<file path="config.mk">
export PLATFORM = sky130hd
export DESIGN_NAME = pds_pwr_seq
export DESIGN_NICKNAME = d
export VERILOG_FILES = /design/src/rtl/pds_pwr_seq.sv
export SDC_FILE = /design/constraint.sdc
export NUM_CORES = 1
export LEC_CHECK = 0
export CAP_MARGIN = 15
export CORE_AREA = 2 2 74 76
export DETAILED_ROUTE_END_ITERATION = 6
export DIE_AREA = 0 0 76 78
export SKIP_CTS_REPAIR_TIMING = 1
export SLEW_MARGIN = 5
export SYNTH_ARGS = -nofsm -noshare
export SYNTH_HDL_FRONTEND = slang
export SYNTH_SLANG_ARGS = --single-unit
</file>
<file path="constraint.sdc">
create_clock -name clk -period 1.8 [get_ports clk]
set_input_delay 0.36 -clock clk [delete_from_list [all_inputs] [get_ports clk]]
set_output_delay 0.36 -clock clk [all_outputs]
set_load 0.005 [all_outputs]
</file>
<file path="src/rtl/pds_pwr_seq.sv">
// pds_pwr_seq: PoE power-up sequencer. Takes per-port turn-on requests from the
// power allocator and enables ports one at a time: a detection re-check window,
// then an inrush window with fault monitoring, then a guard gap. Turn-off,
// steady-on faults and global shutdown act immediately, outside the sequence.
// Optional build macro PDS_SEQ_PRIO_EN: adds a 2-bit per-port priority input
// and replaces round-robin selection with highest-priority / lowest-index.
module pds_pwr_seq #(
  parameter int NUM_PORTS  = 4,
  parameter int DET_CYC    = 8,
  parameter int INRUSH_CYC = 16,
  parameter int GAP_CYC    = 4
) (
  input  logic                         clk,
  input  logic                         rst,
  input  logic [NUM_PORTS-1:0]         req_on,
  input  logic [NUM_PORTS-1:0]         req_off,
  input  logic [NUM_PORTS-1:0]         det_ok,
  input  logic [NUM_PORTS-1:0]         fault,
  input  logic                         ports_off,
  input  logic [NUM_PORTS-1:0]         fault_clr,
`ifdef PDS_SEQ_PRIO_EN
  input  logic [NUM_PORTS*2-1:0]       prio,
`endif
  output logic [NUM_PORTS-1:0]         port_en,
  output logic [NUM_PORTS-1:0]         fault_lat,
  output logic                         busy,
  output logic [$clog2(NUM_PORTS)-1:0] cur_port,
  output logic                         det_fail,
  output logic                         seq_done
);

  localparam int PW   = $clog2(NUM_PORTS);
  localparam int MAXA = (DET_CYC > INRUSH_CYC) ? DET_CYC : INRUSH_CYC;
  localparam int MAXW = (MAXA > GAP_CYC) ? MAXA : GAP_CYC;
  localparam int CW   = $clog2(MAXW) + 1;

  localparam logic [CW-1:0] CNT_MAX  = '1;
  localparam logic [CW-1:0] DET_LAST = CW'(DET_CYC - 1);
  localparam logic [CW-1:0] INR_LAST = CW'(INRUSH_CYC - 1);
  localparam logic [CW-1:0] GAP_LAST = CW'(GAP_CYC - 1);

  typedef enum logic [1:0] {IDLE, DETECT, INRUSH, GUARD} state_e;

  state_e                state_q, state_d;
  logic [CW-1:0]         cnt_q, cnt_d;
  logic [PW-1:0]         cur_q, cur_d;
  logic [NUM_PORTS-1:0]  port_en_q, port_en_d;
  logic [NUM_PORTS-1:0]  fault_lat_q, fault_lat_d;
  logic                  det_fail_q, det_fail_d;
  logic                  seq_done_q, seq_done_d;

  logic [NUM_PORTS-1:0]  cand;
  logic                  sel_vld;
  logic [PW-1:0]         sel_idx;

  // Ports eligible to start a sequence; req_off outranks req_on.
  always_comb cand = req_on & ~req_off & ~port_en_q & ~fault_lat_q;

`ifdef PDS_SEQ_PRIO_EN
  logic [1:0] best;

  // Highest priority wins; strict '>' keeps the lowest index on ties.
  always_comb begin
    sel_vld = 1'b0;
    sel_idx = '0;
    best    = '0;
    for (int unsigned i = 0; i < NUM_PORTS; i++) begin
      if (cand[i] && (!sel_vld || prio[2*i +: 2] > best)) begin
        sel_vld = 1'b1;
        sel_idx = PW'(i);
        best    = prio[2*i +: 2];
      end
    end
  end
`else
  logic [PW-1:0] ptr_q, ptr_d;

  // Round-robin search starting at the pointer, ascending with wrap.
  always_comb begin
    int unsigned idx;
    idx     = 0;
    sel_vld = 1'b0;
    sel_idx = '0;
    for (int unsigned k = 0; k < NUM_PORTS; k++) begin
      idx = (32'(ptr_q) + k) % NUM_PORTS;
      if (!sel_vld && cand[idx]) begin
        sel_vld = 1'b1;
        sel_idx = PW'(idx);
      end
    end
    ptr_d = ptr_q;
    if (state_q == IDLE && sel_vld && !ports_off) begin
      ptr_d = (sel_idx == PW'(NUM_PORTS - 1)) ? '0 : sel_idx + PW'(1);
    end
  end

  // Round-robin pointer register.
  always_ff @(posedge clk or posedge rst) begin
    if (rst) ptr_q <= '0;
    else     ptr_q <= ptr_d;
  end
`endif

  // Sequencer next-state, counter and port-enable/fault-latch update.
  always_comb begin
    logic [NUM_PORTS-1:0] cur_oh;
    logic [NUM_PORTS-1:0] lat_set;
    logic [CW-1:0]        cnt_inc;
    logic                 abort;

    cur_oh          = '0;
    cur_oh[cur_q]   = 1'b1;
    lat_set         = '0;
    cnt_inc         = (cnt_q == CNT_MAX) ? cnt_q : cnt_q + CW'(1);
    abort           = req_off[cur_q] || !req_on[cur_q];

    state_d    = state_q;
    cnt_d      = cnt_inc;
    cur_d      = cur_q;
    det_fail_d = 1'b0;
    seq_done_d = 1'b0;

    // Turn-off and steady-on faults act on every port; the port inside its
    // inrush window is excluded here because its fault is handled below.
    port_en_d = port_en_q & ~req_off
              & ~(fault & port_en_q & ~((state_q == INRUSH) ? cur_oh : '0));

    unique case (state_q)
      IDLE: begin
        cnt_d = '0;
        if (sel_vld && !ports_off) begin
          state_d = DETECT;
          cur_d   = sel_idx;
        end
      end
      DETECT: begin
        if (abort) begin
          state_d = GUARD;
          cnt_d   = '0;
        end else if (!det_ok[cur_q]) begin
          det_fail_d = 1'b1;
          state_d    = GUARD;
          cnt_d      = '0;
        end else if (cnt_q == DET_LAST) begin
          port_en_d[cur_q] = 1'b1;
          state_d          = INRUSH;
          cnt_d            = '0;
        end
      end
      INRUSH: begin
        if (abort) begin
          port_en_d[cur_q] = 1'b0;
          state_d          = GUARD;
          cnt_d            = '0;
        end else if (fault[cur_q]) begin
          port_en_d[cur_q] = 1'b0;
          lat_set[cur_q]   = 1'b1;
          state_d          = GUARD;
          cnt_d            = '0;
        end else if (cnt_q == INR_LAST) begin
          seq_done_d = 1'b1;
          state_d    = GUARD;
          cnt_d      = '0;
        end
      end
      GUARD: begin
        if (cnt_q == GAP_LAST) begin
          state_d = IDLE;
          cnt_d   = '0;
        end
      end
      default: begin
        state_d = IDLE;
        cnt_d   = '0;
      end
    endcase

    // Global shutdown overrides everything decided above.
    if (ports_off) begin
      state_d    = IDLE;
      cnt_d      = '0;
      port_en_d  = '0;
      lat_set    = '0;
      det_fail_d = 1'b0;
      seq_done_d = 1'b0;
    end

    fault_lat_d = (fault_lat_q & ~fault_clr) | lat_set;
  end

  // State and output registers.
  always_ff @(posedge clk or posedge rst) begin
    if (rst) begin
      state_q     <= IDLE;
      cnt_q       <= '0;
      cur_q       <= '0;
      port_en_q   <= '0;
      fault_lat_q <= '0;
      det_fail_q  <= 1'b0;
      seq_done_q  <= 1'b0;
    end else begin
      state_q     <= state_d;
      cnt_q       <= cnt_d;
      cur_q       <= cur_d;
      port_en_q   <= port_en_d;
      fault_lat_q <= fault_lat_d;
      det_fail_q  <= det_fail_d;
      seq_done_q  <= seq_done_d;
    end
  end

  assign port_en   = port_en_q;
  assign fault_lat = fault_lat_q;
  assign busy      = (state_q != IDLE);
  assign cur_port  = cur_q;
  assign det_fail  = det_fail_q;
  assign seq_done  = seq_done_q;

endmodule

</file>
==> metrics.md, run 1 <==
| Metric | Value |
|---|---|
| Yosys top cell by area | `dfrtp_1` |
| Layout cells sized above 1 | `between 30% and 40%` |
| Setup slack after layout | `-175.9 ps` |
| Slowest cell on the critical path | `dfrtp_2` |
| Max stage delay on crit path | `390 ps` |
| CTS clk-pin slew, worst paths | `~80 ps` |
| CP most frequent cell | `a211oi_2` |
| CP Cell Sequence | `buf_12 -> buf_6 -> and4bb_4 -> buf_4 -> nor2_4 -> a221o_1 -> a211oi_2 -> a211oi_2` |
| PortBufs | `35` |
| Final setup viols | `9` |
| Critical Path RT | `slightly below 2000 ps` |
| Reg2reg setup slack | `-180 ps` |
| Clock share of power | `12.2%` |
| DR pass1 iterations | `4` |
| Combinational Power Share | `about 63%` |
| Outcome | `finished, violations left` |
| FFs w/ async S/R, synth | `100.0%` |
| Final Hold Viols | `0` |
| GRT Util Overall | `18.28%` |
| Pwr Density | `954.6 nW/um^2` |
| Worst-margin pin slew | `approximately 560 ps` |
| Mapped Nets | `223` |
| Nets | `around 310` |
| Top cell type's share of synthesized area | `between 20% and 30%` |
| DP HPWL | `a little under 4 mm` |
| Cell Int Power | `between 1.5 and 2 mW` |
| Unique masters post-synth | `59` |
| ANT nets after route | `0` |
| Total CTS buffers | `3` |
| Synthesized cell area | `1764 sq um` |
| Worst R2R End | `state_q[0]` |
| Total power | `between 2 and 3 mW` |
| Synthesized flop and latch total | `21` |
| Max-slew violation count | `0` |
| WL final | `about 5.8 mm` |
| Remaining DRCs | `0` |
| Startpoint types | `register` |
| First-pass GRT wire length | `a little under 9 mm` |
| Switching Share | `between 40 and 50%` |
| Violated checks | `setup timing` |
| Maximum Capacitance Violations | `0` |
| Initial Util | `around a third` |
| Max Clk Rate | `slightly above 0.5 GHz` |
| Rows | `26` |
| Reg2reg start | `cur_port[1]` |
| Placeable Area | `5042 sq um` |
| Crit Path Max Fanout | `7` |
| CTS tree | `done` |
| Die width | `about 76 um` |
| Vias per inst | `about 5.4` |
| Ys flop type | `dfrtp_1` |
| Crit path arrival time | `approximately 2100 ps` |
| Total number of vias | `around 1,900` |
| EDFF count, synth | `0` |
| H-Tree Depth | `1` |
| Worst Skew | `4.591 ps` |
| Clock buffer depth | `2` |
| Antenna cell count | `0` |
| DIE AREA | `5928 sq um` |
| 1st-iter DRT viols | `between 100 and 150` |
| Initial antenna violation count | `0` |
| Syn-to-layout area delta | `63.90%` |
| RSZ-0062 raised after global routing | `yes` |
| Cells after DPL | `about 340` |
| Avg WL per Cell | `between 15 and 20 um` |
| Root Buffer | `clkbuf_8` |
| Die H | `approximately 78 um` |
| Vias in the first global route | `roughly 1,800` |
| Clock latency on the worst-skew pair | `270 ps` |
| Fin crit share | `109.8%` |
| # IOs | `36` |
| R2R depth | `8` |
| Static Leak | `between 1 and 1.5 nW` |
| Yosys warns | `0` |
| Total grt overflow | `0` |
| Sequential share of the synthesized area | `slightly below 30%` |
| Fin cells | `351` |
| Post-Syn Instances | `a little under 200` |
| Routability Congestion | `0.8422` |
| Slew HR | `approximately 63%` |
| Min cycle time layout | `between 1500 and 2000 ps` |
| Clock sinks | `21` |
| CP endpoint kind | `register` |
| Peak VDD IR | `approximately 0.00052 V` |
| Switch Pwr | `between 1 and 1.5 mW` |
| Largest net degree at the start of global routing | `22` |
| Most numerous cell in the Yosys netlist | `dfrtp_1` |
| Worst hold path type | `input port to asynchronous set/reset pin` |
| Largest cells by area after synthesis | `dfrtp_1 (30%), nor4b_4 (5.4%), ha_1 (4.3%), nand2_1 (4.0%), mux2i_1 (3.4%)` |
| Setup CP Type | `register to register` |
| Seq pwr share | `25.3%` |
| Top cells by count, synth | `dfrtp_1 (21), nand2_1 (19), inv_1 (14)` |
| Mean cell area of the mapped netlist | `between 9 and 10 sq um` |
==> metrics by stage <==
| step | hold WS (ps) | instance area (sq um) | util (%) | setup slack, ps | TNS [ps] |
|---|---|---|---|---|---|
| 2_1_floorplan | 336.5 | 1764 | - | 32.13 | 0 |
| 4_1_cts | 435.1 | 2572 | 51.02 | -274.6 | -3100 |
| 3_3_place_gp | 562.5 | 2526 | 50.10 | -535.1 | -8357 |
| 6_report | 425.8 | 2892 | 57.34 | -175.9 | -626.6 |
| 5_1_grt | 469.7 | 2892 | 57.34 | -232.9 | -1573 |
| 3_5_place_dp | 558.6 | 2526 | 50.10 | -523.7 | -8515 |
==> metal layers <==
metal	routed length [um]	up-vias	track usage [%]
met1	2679	900	24.51
met3	314	9	3.372
met4	104	0	6.182
met5	0	-	0
li1	-	914	-
met2	2667	60	29.73
==> flip-flops by register name (all words and copies together) (netlist names), named ones only <==
signal,flops
cnt_q,5
cur_port,2
det_fail,1
fault_lat,4
port_en,4
ptr_q,1
seq_done,1
state_q,2
==> kinds of logic after synthesis <==
group,share of synthesized area [%]
simple gates,30.21
compound gates,25.25
buf+inv,5.319
flops,29.79
mux,4.681
fa+ha+maj,4.255
xor+xnor,0.4965
==> layout make-up <==
class,count,area (sq um)
Clock inverter,1,5.005
Clock buffer,3,41.29
Tap cell,70,87.58
Multi-Input combinational cell,151,1346
Inverter,14,52.55
Timing Repair Buffer,91,828.3
Sequential cell,21,530.5
Fill cell,441,2151
==> power groups by stage <==
| stage | combinational (mW) | sequential, mW | clock (mW) |
|---|---|---|---|
| after CTS | 1.39 | 0.678 | 0.342 |
| after detailed placement | 1.38 | 0.686 | 0 |
| final | 1.73 | 0.699 | 0.335 |
| after global placement | 1.38 | 0.684 | 0 |
| after global routing | 1.85 | 0.714 | 0.363 |
| after floorplan | 0.853 | 0.609 | 0 |
==> worst max-delay path by stage <==
stage                      from    endpoint  slack [ps]  cells after the start
floorplan           cur_port[1]  state_q[0]          30                      6
global placement     req_off[1]  state_q[0]        -540                      6
detailed placement   req_off[1]  state_q[0]        -520                      6
CTS                  req_off[1]  state_q[0]        -270                      6
global route        cur_port[1]  state_q[0]        -230                      8
finish              cur_port[1]  state_q[0]        -180                      8
==> critical path, delay by kind of cell, from the launching register on <==
family	cells	cell delay [ps]
flip-flops	1	390
AO/OA/AOI/OAI	3	720
AND/OR/NAND/NOR	2	330
buffers and inverters	3	390
==> layout by cell type, fill, tap and decap left out, drive strengths merged, types with 5 or more instances in the layout <==
cell / instances
a21oi: 8
a211oi: 5
mux2i: 6
nor4b: 5
dlymetal6s2s: 8
a31oi: 5
buf: 55
inv: 14
o22ai: 5
clkdlybuf4s50: 27
ha: 6
o21ai: 9
o211ai: 5
nand2: 19
nand2b: 7
nor2: 13
dfrtp: 21
No activity file was read; power rests on OpenSTA's default activity.
==> run 2: changes to the inputs <==
--- a/config.mk
+++ b/config.mk
@@ -5,6 +5,7 @@
 export SDC_FILE = /design/constraint.sdc
 export NUM_CORES = 1
 export LEC_CHECK = 0
+export ABC_AREA = 1
 export CAP_MARGIN = 15
 export CORE_AREA = 2 2 74 76
 export DETAILED_ROUTE_END_ITERATION = 6
==> metrics.md, run 2 <==
| Metric | Value |
|---|---|
| Adder-cell share of the synthesized area | `4.357%` |
| Mapped Nets | `~280` |
| Final Hold Viols | `0` |
| Worst hold path type | `input port to asynchronous set/reset pin` |
| Most numerous cell in the Yosys netlist | `nand2_1` |
| Routability Congestion | `0.9459` |
| DP HPWL | `roughly 3.7 mm` |
| Cell Area, Placed | `between 2000 and 2500 sq um` |
| Antenna cell count | `0` |
| Total grt overflow | `0` |
| Final setup viols | `0` |
| Peak VDD IR | `roughly 0.0004 V` |
| DR pass1 iterations | `5` |
| CTS tree | `done` |
| Cell Int Power | `around 1.6 mW` |
| H-Tree Depth | `1` |
| Placeable Area | `around 5000 sq um` |
| Startpoint types | `input port` |
| PortBufs | `35` |
| Switch Pwr | `roughly 1.5 mW` |
| Synthesized flop and latch total | `21` |
| Compound-Gate Fraction of Synth Area | `a little under an eighth` |
| Post-synthesis simple-gate area fraction | `about two fifths` |
| Post-Syn Instances | `about 260` |
| Crit Path Max Fanout | `3` |
| WL final | `between 4 and 5 mm` |
| Total number of vias | `between 1,500 and 2,000` |
| Combinational Power Share | `68.6%` |
| Critical Path RT | `2000 ps` |
| Initial antenna violation count | `0` |
| Switching Share | `between 40% and 50%` |
| Flip-flop and latch area | `about 530 sq um` |
| Rows | `26` |
| Yosys top cell by area | `dfrtp_1` |
| Setup slack after layout | `68.53 ps` |
| Clock latency on the worst-skew pair | `260 ps` |
| Initial Util | `~34%` |
| Clock sinks | `21` |
| Setup CP Type | `input port to register` |
| Maximum Capacitance Violations | `0` |
| Max-slew violation count | `0` |
| Max stage delay on crit path | `approximately 480 ps` |
| CTS clk-pin slew, worst paths | `around 80 ps` |
| Worst path top cell family by delay | `simple AND/OR/NAND/NOR gates` |
| FFs w/ async S/R, synth | `100.0%` |
| Layout cells sized above 1 | `27.02%` |
| Largest net degree at the start of global routing | `22` |
| GRT Util Overall | `between 10% and 20%` |
| Largest family of logic cells by synthesized area | `simple AND/OR/NAND/NOR gates` |
| Mux contribution to synthesized area | `0%` |
| Final Cell Area | `around 2500 sq um` |
| DIE AREA | `5928 sq um` |
| Final core utilization | `50.07%` |
| Commonest non-fill, non-tap cells in the layout | `nand2_1 (53), inv_1 (34), clkdlybuf4s50_1 (33), buf_4 (29), nor2_1 (26)` |
| Syn-to-layout area delta | `46.55%` |
| Total CTS buffers | `3` |
| Largest cells by area after synthesis | `dfrtp_1 (31%), nand2_1 (13%), nand3_1 (8.7%), inv_1 (7.8%), nor2_1 (7.0%)` |
| Top reg by flops | `cnt_q` |
| Crit path arrival time | `between 1500 and 2000 ps` |
| Max Clk Rate | `approximately 0.58 GHz` |
| Ys flop type | `dfrtp_1` |
| Root Buffer | `clkbuf_8` |
| Clock share of power | `about a tenth` |
| CP most frequent cell | `nand2_1` |
| Seq pwr share | `approximately a fifth` |
| Slew HR | `just under 80%` |
| Outcome | `finished clean` |
| Worst-margin pin slew | `between 300 and 400 ps` |
| Clock buffer depth | `2` |
| Avg WL per Cell | `12.06 um` |
| Buf/Inv on CP | `3` |
| Top cell type's share of synthesized area | `30.50%` |
| EDFF count, synth | `0` |
| CP Cell Sequence | `clkdlybuf4s50_1 -> inv_1 -> nor2_4 -> nand3_2 -> nand2_2 -> nand2_1 -> nand2_2 -> nand2_1 -> nand2_1 -> nand3_1 -> nand2_1 -> nand2_1 -> nand3_1 -> nand2_1 -> inv_1` |
| Pwr Density | `1241 nW/um^2` |
| Min cycle time layout | `~1700 ps` |
| Fin crit share | `approximately 96%` |
| Remaining DRCs | `0` |
| Worst Skew | `approximately 4.3 ps` |
| Synthesized cell area | `about 1700 sq um` |
| Top cells by count, synth | `nand2_1 (59), inv_1 (36), nor2_1 (32)` |
| Pre-CTS WS | `-279.3 ps` |
| 1st-iter DRT viols | `52` |
| Area of the multi-input gates | `~1100 sq um` |
| CP endpoint kind | `register` |
| First-pass GRT wire length | `about 7.6 mm` |
| Nets | `352` |
| Yosys warns | `0` |
| Flip-flop count of the largest register after layout | `5` |
| Most common cell after layout, fill and taps aside | `nand2_1` |
| Post-Synth XOR/XNOR Area | `approximately 2.0%` |
| RSZ-0062 raised after global routing | `yes` |
| Final-layout fill cell count | `508` |
| ANT nets after route | `0` |
| # IOs | `36` |
| Total Negative Setup Slacks | `0 ps` |
| Sequential share of the synthesized area | `between 30 and 40%` |
| Vias in the first global route | `between 1,500 and 2,000` |
| Vias per inst | `4.653` |
| Die H | `between 70 and 80 um` |
| Die width | `roughly 76 um` |
| Unique masters post-synth | `35` |
| Mean cell area of the mapped netlist | `about 6.8 sq um` |
| Static Leak | `about 1.2 nW` |
| Slowest cell on the critical path | `clkdlybuf4s50_1` |
run 2: cell types whose count changed in the layout (fill, tap and decap cells not counted), moves of 8 or more:
cell and delta:
nand3_1 +18, inv_1 +20, inv_2 +8, buf_4 -23
nand2_2 +12, nand3_2 +12, nand2_1 +35, nor2_1 +16
run 2: kinds of logic after synthesis:
group	Yosys count
simple gates	147
buf+inv	44
xor+xnor	3
compound gates	34
fa+ha+maj	6
flops	21
run 2: power by group through the flow:
stage | clock network [mW] | registers [mW] | logic (mW)
after global routing | 0.348 | 0.684 | 2.39
final | 0.311 | 0.672 | 2.15
after CTS | 0.324 | 0.658 | 1.94
after global placement | 0 | 0.667 | 1.95
after floorplan | 0 | 0.605 | 1.31
after detailed placement | 0 | 0.667 | 1.93
run 2: routing by layer:
metal	global-route usage, %	share of wire [%]	routed length [um]	vias up
met1	21.75	50	2369	815
met3	2.558	3.1	146	4
met2	25.54	46	2176	43
li1	-	-	-	962
met4	4.364	0.72	34	0
met5	0	0	0	-
run 2: area by class of cell:
| class | instances | share of cell area (%) |
|---|---|---|
| clock buffers | 4 | 1.784 |
| multi-input cells | 191 | 44.90 |
| flip-flops and latches | 21 | 20.91 |
| repair buffers | 64 | 22.70 |
| inverters | 42 | 6.244 |
| well taps | 70 | 3.469 |
run 2: worst paths after layout:
| kind | startpoint | endpoint | slack [ps] | depth (start not counted) |
|---|---|---|---|---|
| worst max register to register | cur_port[1] | state_q[0] | 90 | 12 |
| min in group clk | state_q[1] | state_q[1] | 560 | 2 |
| max in group asynchronous | rst | asynchronous set/reset pin | 1140 | 3 |
| worst max-delay path | req_on[0] | ptr_q[1] | 70 | 15 |
| worst min register to register | state_q[1] | state_q[1] | 560 | 2 |
| worst min-delay path | rst | cnt_q[2] | 420 | 3 |
run 2: through the flow:
step | hold WS, ps | instances | total power, mW
6_report | 420.9 | 392 | 3.132
5_1_grt | 500.7 | 392 | 3.423
4_1_cts | 426.5 | 388 | 2.925
3_5_place_dp | 570.0 | 384 | 2.598
3_3_place_gp | 556.3 | 384 | 2.615
2_1_floorplan | 336.5 | 255 | 1.917
run 2: worst register-to-register path: cells and delay by family (launching register included):
family	cells	cell delay [ps]
buffers and inverters	1	140
AND/OR/NAND/NOR	10	790
AO/OA/AOI/OAI	1	210
flip-flops	1	460
